<file path="config.mk">
export PLATFORM = sky130hd
export DESIGN_NAME = mul_seq_qfmt
export DESIGN_NICKNAME = d
export VERILOG_FILES = /design/src/rtl/mul_seq_qfmt.sv
export SDC_FILE = /design/constraint.sdc
export NUM_CORES = 1
export LEC_CHECK = 0
export ABC_AREA = 1
export ABC_CLOCK_PERIOD_IN_PS = 5600
export BUFFER_PORTS_ARGS = -buffer_cell sky130_fd_sc_hd__buf_2
export CORE_MARGIN = 10
export CORE_UTILIZATION = 35
export DETAILED_ROUTE_END_ITERATION = 6
export GPL_ROUTABILITY_DRIVEN = 0
export PLACE_DENSITY_LB_ADDON = 0.05
export SETUP_SLACK_MARGIN = 0.2
export SLEW_MARGIN = 25
export SYNTH_ARGS = -nofsm -noshare
export SYNTH_HDL_FRONTEND = slang
export SYNTH_SLANG_ARGS = --single-unit
</file>
<file path="constraint.sdc">
create_clock -name I_CLK -period 5.6 [get_ports I_CLK]
set_input_delay 0.28 -clock I_CLK [delete_from_list [all_inputs] [get_ports I_CLK]]
set_output_delay 0.28 -clock I_CLK [all_outputs]
set_load 0.05 [all_outputs]
</file>
<file path="src/rtl/mul_seq_qfmt.sv">
// rtl/mul_seq_qfmt.sv - sequential signed Q-format multiplier, RB bits per cycle with early exit
module mul_seq_qfmt #(
    parameter int DW = 16,
    parameter int FW = 13,
    parameter int RB = 5
) (
    input  logic          I_CLK,
    input  logic          I_RST_N,
    input  logic          I_VLD,
    output logic          O_READY,
    input  logic [DW-1:0] I_M1,
    input  logic [DW-1:0] I_M2,
    input  logic          I_RND,
    output logic          O_VLD,
    output logic [DW-1:0] O_PRODUCT,
    output logic          O_OVF
);

    localparam int AW = 2 * DW;
    localparam logic [DW-1:0] ONE     = {{(DW-1){1'b0}}, 1'b1};
    localparam logic [AW-1:0] HALF    = ({{(AW-1){1'b0}}, 1'b1} << FW) >> 1;
    localparam logic [AW-1:0] MAX_POS = {{(AW-DW+1){1'b0}}, {(DW-1){1'b1}}};
    localparam logic [AW-1:0] MIN_MAG = {{(AW-DW){1'b0}}, 1'b1, {(DW-1){1'b0}}};

    // Result formation happens on the ACC exit edge, so no separate OUT wait state exists.
    typedef enum logic {S_IDLE, S_ACC} state_t;

    state_t        state, state_nxt;
    logic [AW-1:0] acc;
    logic [AW-1:0] m1_sh;
    logic [DW-1:0] m2_rem;
    logic          sign;
    logic          rnd;

    logic [DW-1:0] m1_abs, m2_abs;
    logic [AW-1:0] partial;
    logic [AW-1:0] q;
    logic [DW-1:0] res;
    logic          res_ovf;
    logic          accept;
    logic          rem_zero;

    assign m1_abs   = I_M1[DW-1] ? (~I_M1 + ONE) : I_M1;
    assign m2_abs   = I_M2[DW-1] ? (~I_M2 + ONE) : I_M2;
    assign partial  = m1_sh * {{(AW-RB){1'b0}}, m2_rem[RB-1:0]};
    assign q        = (acc + (rnd ? HALF : '0)) >> FW;
    assign accept   = (state == S_IDLE) && I_VLD;
    assign rem_zero = (m2_rem == '0);
    assign O_READY  = (state == S_IDLE);

    always_comb begin
        res     = q[DW-1:0];
        res_ovf = 1'b0;
        if (!sign) begin
            if (q > MAX_POS) begin
                res     = MAX_POS[DW-1:0];
                res_ovf = 1'b1;
            end
        end else if (q > MIN_MAG) begin
            res     = MIN_MAG[DW-1:0];
            res_ovf = 1'b1;
        end else begin
            // Negating zero stays zero, so no negative-zero special case is needed.
            res = ~q[DW-1:0] + ONE;
        end
    end

    always_comb begin
        state_nxt = state;
        case (state)
            S_IDLE: if (I_VLD) state_nxt = S_ACC;
            S_ACC:  if (rem_zero) state_nxt = S_IDLE;
            default: state_nxt = S_IDLE;
        endcase
    end

    always_ff @(posedge I_CLK or negedge I_RST_N) begin
        if (!I_RST_N) state <= S_IDLE;
        else          state <= state_nxt;
    end

    always_ff @(posedge I_CLK or negedge I_RST_N) begin
        if (!I_RST_N) begin
            acc       <= '0;
            m1_sh     <= '0;
            m2_rem    <= '0;
            sign      <= 1'b0;
            rnd       <= 1'b0;
            O_VLD     <= 1'b0;
            O_PRODUCT <= '0;
            O_OVF     <= 1'b0;
        end else begin
            O_VLD     <= 1'b0;
            O_PRODUCT <= '0;
            O_OVF     <= 1'b0;
            if (accept) begin
                acc    <= '0;
                m1_sh  <= {{DW{1'b0}}, m1_abs};
                m2_rem <= m2_abs;
                sign   <= I_M1[DW-1] ^ I_M2[DW-1];
                rnd    <= I_RND;
            end else if (state == S_ACC) begin
                if (!rem_zero) begin
                    acc    <= acc + partial;
                    m1_sh  <= m1_sh << RB;
                    m2_rem <= m2_rem >> RB;
                end else begin
                    O_VLD     <= 1'b1;
                    O_PRODUCT <= res;
                    O_OVF     <= res_ovf;
                end
            end
        end
    end

endmodule

</file>
; Yosys cells after proc, flatten, opt, wreduce, memory -nomap -nowiden
; Cells that the tools add are included.
[word_totals]
output_inout_bits = 19
memories = 0
latchBits = 0
mem_bits_rw = 0
in_bits = 36
wordCells = 57
register_bits = 101
rom_bits = 0
[op_classes]
eq_ne = 1
bitwise = 5
mux = 30
n_addsub = 5
n_shift = 0
magnitude_cmp = 2
div_mod_pow = 0
multipliers = 1
n_reduce_logical = 4
[ops]
columns = operator, count
row1 = $mux 32, 6
row2 = $mux 16, 11
row3 = $add 16x1->16 const B, 3
row4 = $not 16->16, 3
row5 = $add 32x13->32, 1
row6 = $add 32x32->32, 1
row7 = $mul 32x5->32, 1
row8 = $gt 19x15->1 const B, 1
row9 = $gt 19x16->1 const B, 1
row10 = $logic_not 16->1, 1
row11 = $mux 13, 1
row12 = $mux 1, 11
row13 = $ne 2x2->1 const B, 1
row14 = $pmux 1 s2, 1
row15 = $reduce_and 2->1, 1
row16 = $reduce_bool 2->1, 1
row17 = $logic_and 1x1->1, 1
row18 = $not 1->1, 1
row19 = $xor 1x1->1, 1

; Longest topological paths before layout
[logic_depth]
ltp_word = 9
ltp_mapped = 22
depth_no_buf = 20

; Worst setup path after synthesis
; Ideal clock, no wire load.
[synth_path]
path_type = reg-to-reg
start = register m2_rem[3]
end = register acc[18]
required_ns = 5.474
stages_incl_launch_ff = 20
setup_time_ns = 0.126
synth_period_minus_slack_ns = 4.184
path_buffers = 2
arrival_time_ns = 4.058
slack_ns = 1.416
cell_sequence = dfrtp_1 clkbuf_1 buf_1 nand2_1 inv_1 fa_1 fa_1 inv_1 fa_1 inv_1 ha_1 nand2_1 nor2_1 nor3b_1 a21oi_1 or2_2 nand2_1 nand2_1 nand2_1 o21ai_0
[synth_between]
elab_chain_len = 5
elab_cells_between_ends = 8
cone_classes = 1 x add/sub / 1 x mul / 1 x eq/ne / 3 x mux / 2 x reduce/logical
[synth_lines]
columns = item, line_no
row1 = "start, declared", 31  ; logic [DW-1:0] m2_rem;
row2 = "start signal, assigned", 99  ; m2_rem <= m2_abs;
row3 = "start signal, assigned", 106  ; m2_rem <= m2_rem >> RB;
row4 = $mul 32x5->32, 45  ; assign partial = m1_sh * {{(AW-RB){1'b0}}, m2_rem[RB-1:0]};
row5 = $add 32x32->32, 104  ; acc <= acc + partial;
row6 = $mux 32, 103  ; if (!rem_zero) begin
row7 = $mux 32, 102  ; end else if (state == S_ACC) begin
row8 = $mux 32, 96  ; if (accept) begin
row9 = "end signal, assigned", 104
row10 = "end, declared", 29  ; logic [AW-1:0] acc;
; Several ways; a longest one is shown, not always the timed one. The select of a mux whose other input is x is not followed.
; A chain may end at the register's enable or synchronous reset.

; Final worst setup path
[layout_path]
start = register m2_rem[0]
end = register acc[20]
; Same word-level chain as after synthesis.

==> run summary <==
outcome: finished, final reports clean
slowest library cell on the worst path: dfrtp_1
dpl hpwl: 28500 um
Slew HR: 0.398
count leader, synth: nand2_1
Tot GR Track Use: 0.180
Iter 0 DRT Violations: 487
Crit Path Class: register to register
most instantiated cells after synthesis: nand2_1 (418), inv_1 (406), nor2_1 (125)
DR WL/cell: 16.4 um
FP Rows: 66
Post-Syn Area: 11400 um2
layout cells sized above 1: 0.0706
number of synthesized flops with an enable pin: 0
antenna violations before repair: 0
crit-path max FO: 20
worst path cell trace: nand2_1, fa_1, inv_1, fa_1, inv_1, fa_1, inv_1, ha_1, nand2_1, o21ai_1, a21boi_0, o21ai_1, nand2_1, nand2_1, a21oi_1, o21ai_0, o21ai_0
Resize count post-CTS: 0
H-tree depth: 3
first-pass iteration count of the detailed router: 5
Area contributors post-synth: dfrtp_1 (22%), fa_1 (20%), nand2_1 (14%)
Worst path most repeated cell: nand2_1
first-pass GRT wire length: 58100 um
antenna viol nets, final: 0
Final Critical Period: 5000 ps
Startpoint Class: register
final WL: 34800 um
register area share after synthesis: 0.221
Synth top area share: 0.221
post-synth top area cell: dfrtp_1
ys async rst share: 1.00
Hold Vio Cnt, Final: 0
GRT Residual Overflow: 0
Static Leak: 7.08 nW
Root Buffer: clkbuf_16
clock buffer count from CTS: 9
pin count of the biggest net entering global routing: 62
core footprint: 32400 um2
Initial Utilization: 0.353
DR vias: 9986
syn avg cell area: 6.94 um2
Power Dens Cells: 645 nW/um2
Synth warnings: 0
unrepaired setup endpoints after global routing: no
Fmax: 0.200 GHz
via/cell ratio: 4.69
CTS tree: built
clk slew on worst S/H paths: 80 ps
ANT cells: 0
Final period util: 0.892
#FFs+latches synth: 101
fin. max-slew vios: 0
actual slew at the worst max-slew pin: 902 ps
Die Area: 40300 um2
Die X-Extent: 201 um
Max IR drop VDD: 0.000388 V
Max-Cap Viols: 0
top_reg_cell synth: dfrtp_1
fin util: 0.385
Post-Syn Instances: 1646
Max Buffers Root-to-Sink: 2
multi-input logic area: 7200 um2
Layout fillers: 3602
DRC viols: 0
die height: 201 um
Top-Level Pins: 55
number of global-route vias before repair: 10411
critical path's top delay family: adder cells
CP Capture Type: register
clock sinks: 101
IO buf count: 54
# setup viols final: 0
Buf+Inv Stages, Crit Path: 3
Clock Latency Late Sink: 390 ps
synth-to-layout area growth: 9.03%
worst hold path type: primary input to register
Worst Skew: 18.1 ps
Reg area: 2530 um2
synthesized net count: 1835
CP arrival: 5240 ps
required time of the critical path: 5840 ps
synth unique cells: 44
Post-Route Setup TNS: 0 ps
nets: 1869
largest stage delay on the critical path: 810 ps
[worst paths after layout]
check,endpoint,start,cells after the start,slack [ps]
setup / recovery,acc[20],m2_rem[0],17,600
hold / removal,rnd,I_RND,3,90
setup reg to reg,acc[20],m2_rem[0],17,600
hold reg to reg,m2_rem[5],m2_rem[5],2,510
max in group asynchronous,m1_sh[24],I_RST_N,3,3890
min in group asynchronous,acc[8],I_RST_N,2,420
[state kept, by name, summed over array words and instances, names as in the netlist]
register and cells:
O_VLD 1, acc 32, sign 1, rnd 1
state 1, O_PRODUCT 16, O_OVF 1, m2_rem 16
m1_sh 32
[what timing repair did]
item | in CTS | in global routing
setup buffers | 0 | 0
endpoints found under the hold margin | 40 | 0
hold buffers | 1 | 0
[cell usage in the layout (no fill, tap or decap), types with 2 or more instances in the layout]
master,netlist,layout
nand2_1,418,416
inv_1,406,406
nor2_1,125,125
fa_1,113,113
dfrtp_1,101,101
o21ai_0,85,85
a21oi_1,67,67
nand3_1,64,64
buf_2,2,53
ha_1,40,40
o22ai_1,31,31
nor3_1,18,18
nand2_2,12,14
nand4_1,13,13
xor2_1,13,13
xnor2_1,12,12
buf_4,0,12
o221ai_1,10,10
clkbuf_16,0,9
o21bai_1,8,8
nor2_4,7,7
nor4_1,7,7
a21o_1,7,7
o211ai_1,6,6
nor2_2,5,5
or2_2,4,4
nand2_4,3,3
nand3_2,3,3
o21ai_1,3,3
a21boi_0,3,3
a22o_1,3,3
inv_6,0,3
clkinv_1,2,2
nand3b_1,2,2
a31oi_1,2,2
o21a_1,2,2
clkinvlp_4,0,2
[power breakdown]
part / switching, W / total (W) / internal [W]
registers: 0.000453 / 0.00149 / 0.00103
logic: 0.00394 / 0.00589 / 0.00195
clock network: 0.000349 / 0.000656 / 0.000308
total: 0.00474 / 0.00803 / 0.00329
[per-stage QoR]
step           total power [W]  std cells  instance area [um2]  hold WS [ps]  setup WS, ps
2_1_floorplan          0.00573       1646                11400         -15.6          1420
3_3_place_gp           0.00742       2110                12200           312           514
3_5_place_dp           0.00741       2110                12200           314           591
4_1_cts                0.00810       2127                12500          78.7           574
5_1_grt                0.00915       2127                12500           124           213
6_report               0.00803       2127                12500          93.0           604
[per-layer routing]
| metal | vias to the layer above | GRT usage | share of wire |
|---|---|---|---|
| li1 | 5060 | - | - |
| met1 | 4723 | 0.250 | 0.50 |
| met2 | 179 | 0.287 | 0.45 |
| met3 | 24 | 0.0240 | 0.036 |
| met4 | 0 | 0.0487 | 0.015 |
| met5 | - | 0 | 0 |
[cell families (layout without fill, tap and decap cells)]
group | Yosys count | after routing | synth area share
simple gates | 684 | 684 | 0.253
buf+inv | 452 | 491 | 0.149
compound gates | 231 | 231 | 0.116
fa+ha+maj | 153 | 153 | 0.242
flops | 101 | 101 | 0.221
xor+xnor | 25 | 25 | 0.0192
[area by class of cell]
type	instances	share of cell area
Sequential cell	101	0.203
Inverter	409	0.123
Tap cell	442	0.0444
Clock inverter	7	0.00442
Multi-Input combinational cell	1093	0.578
Timing Repair Buffer	66	0.0293
Clock buffer	9	0.0181
[worst min-delay path, cell delays in order]
cell and delay [ps]:
buf_2 80, nand2_1 40, nand2_1 40
Note: power is estimated with default switching activity, not from simulation.
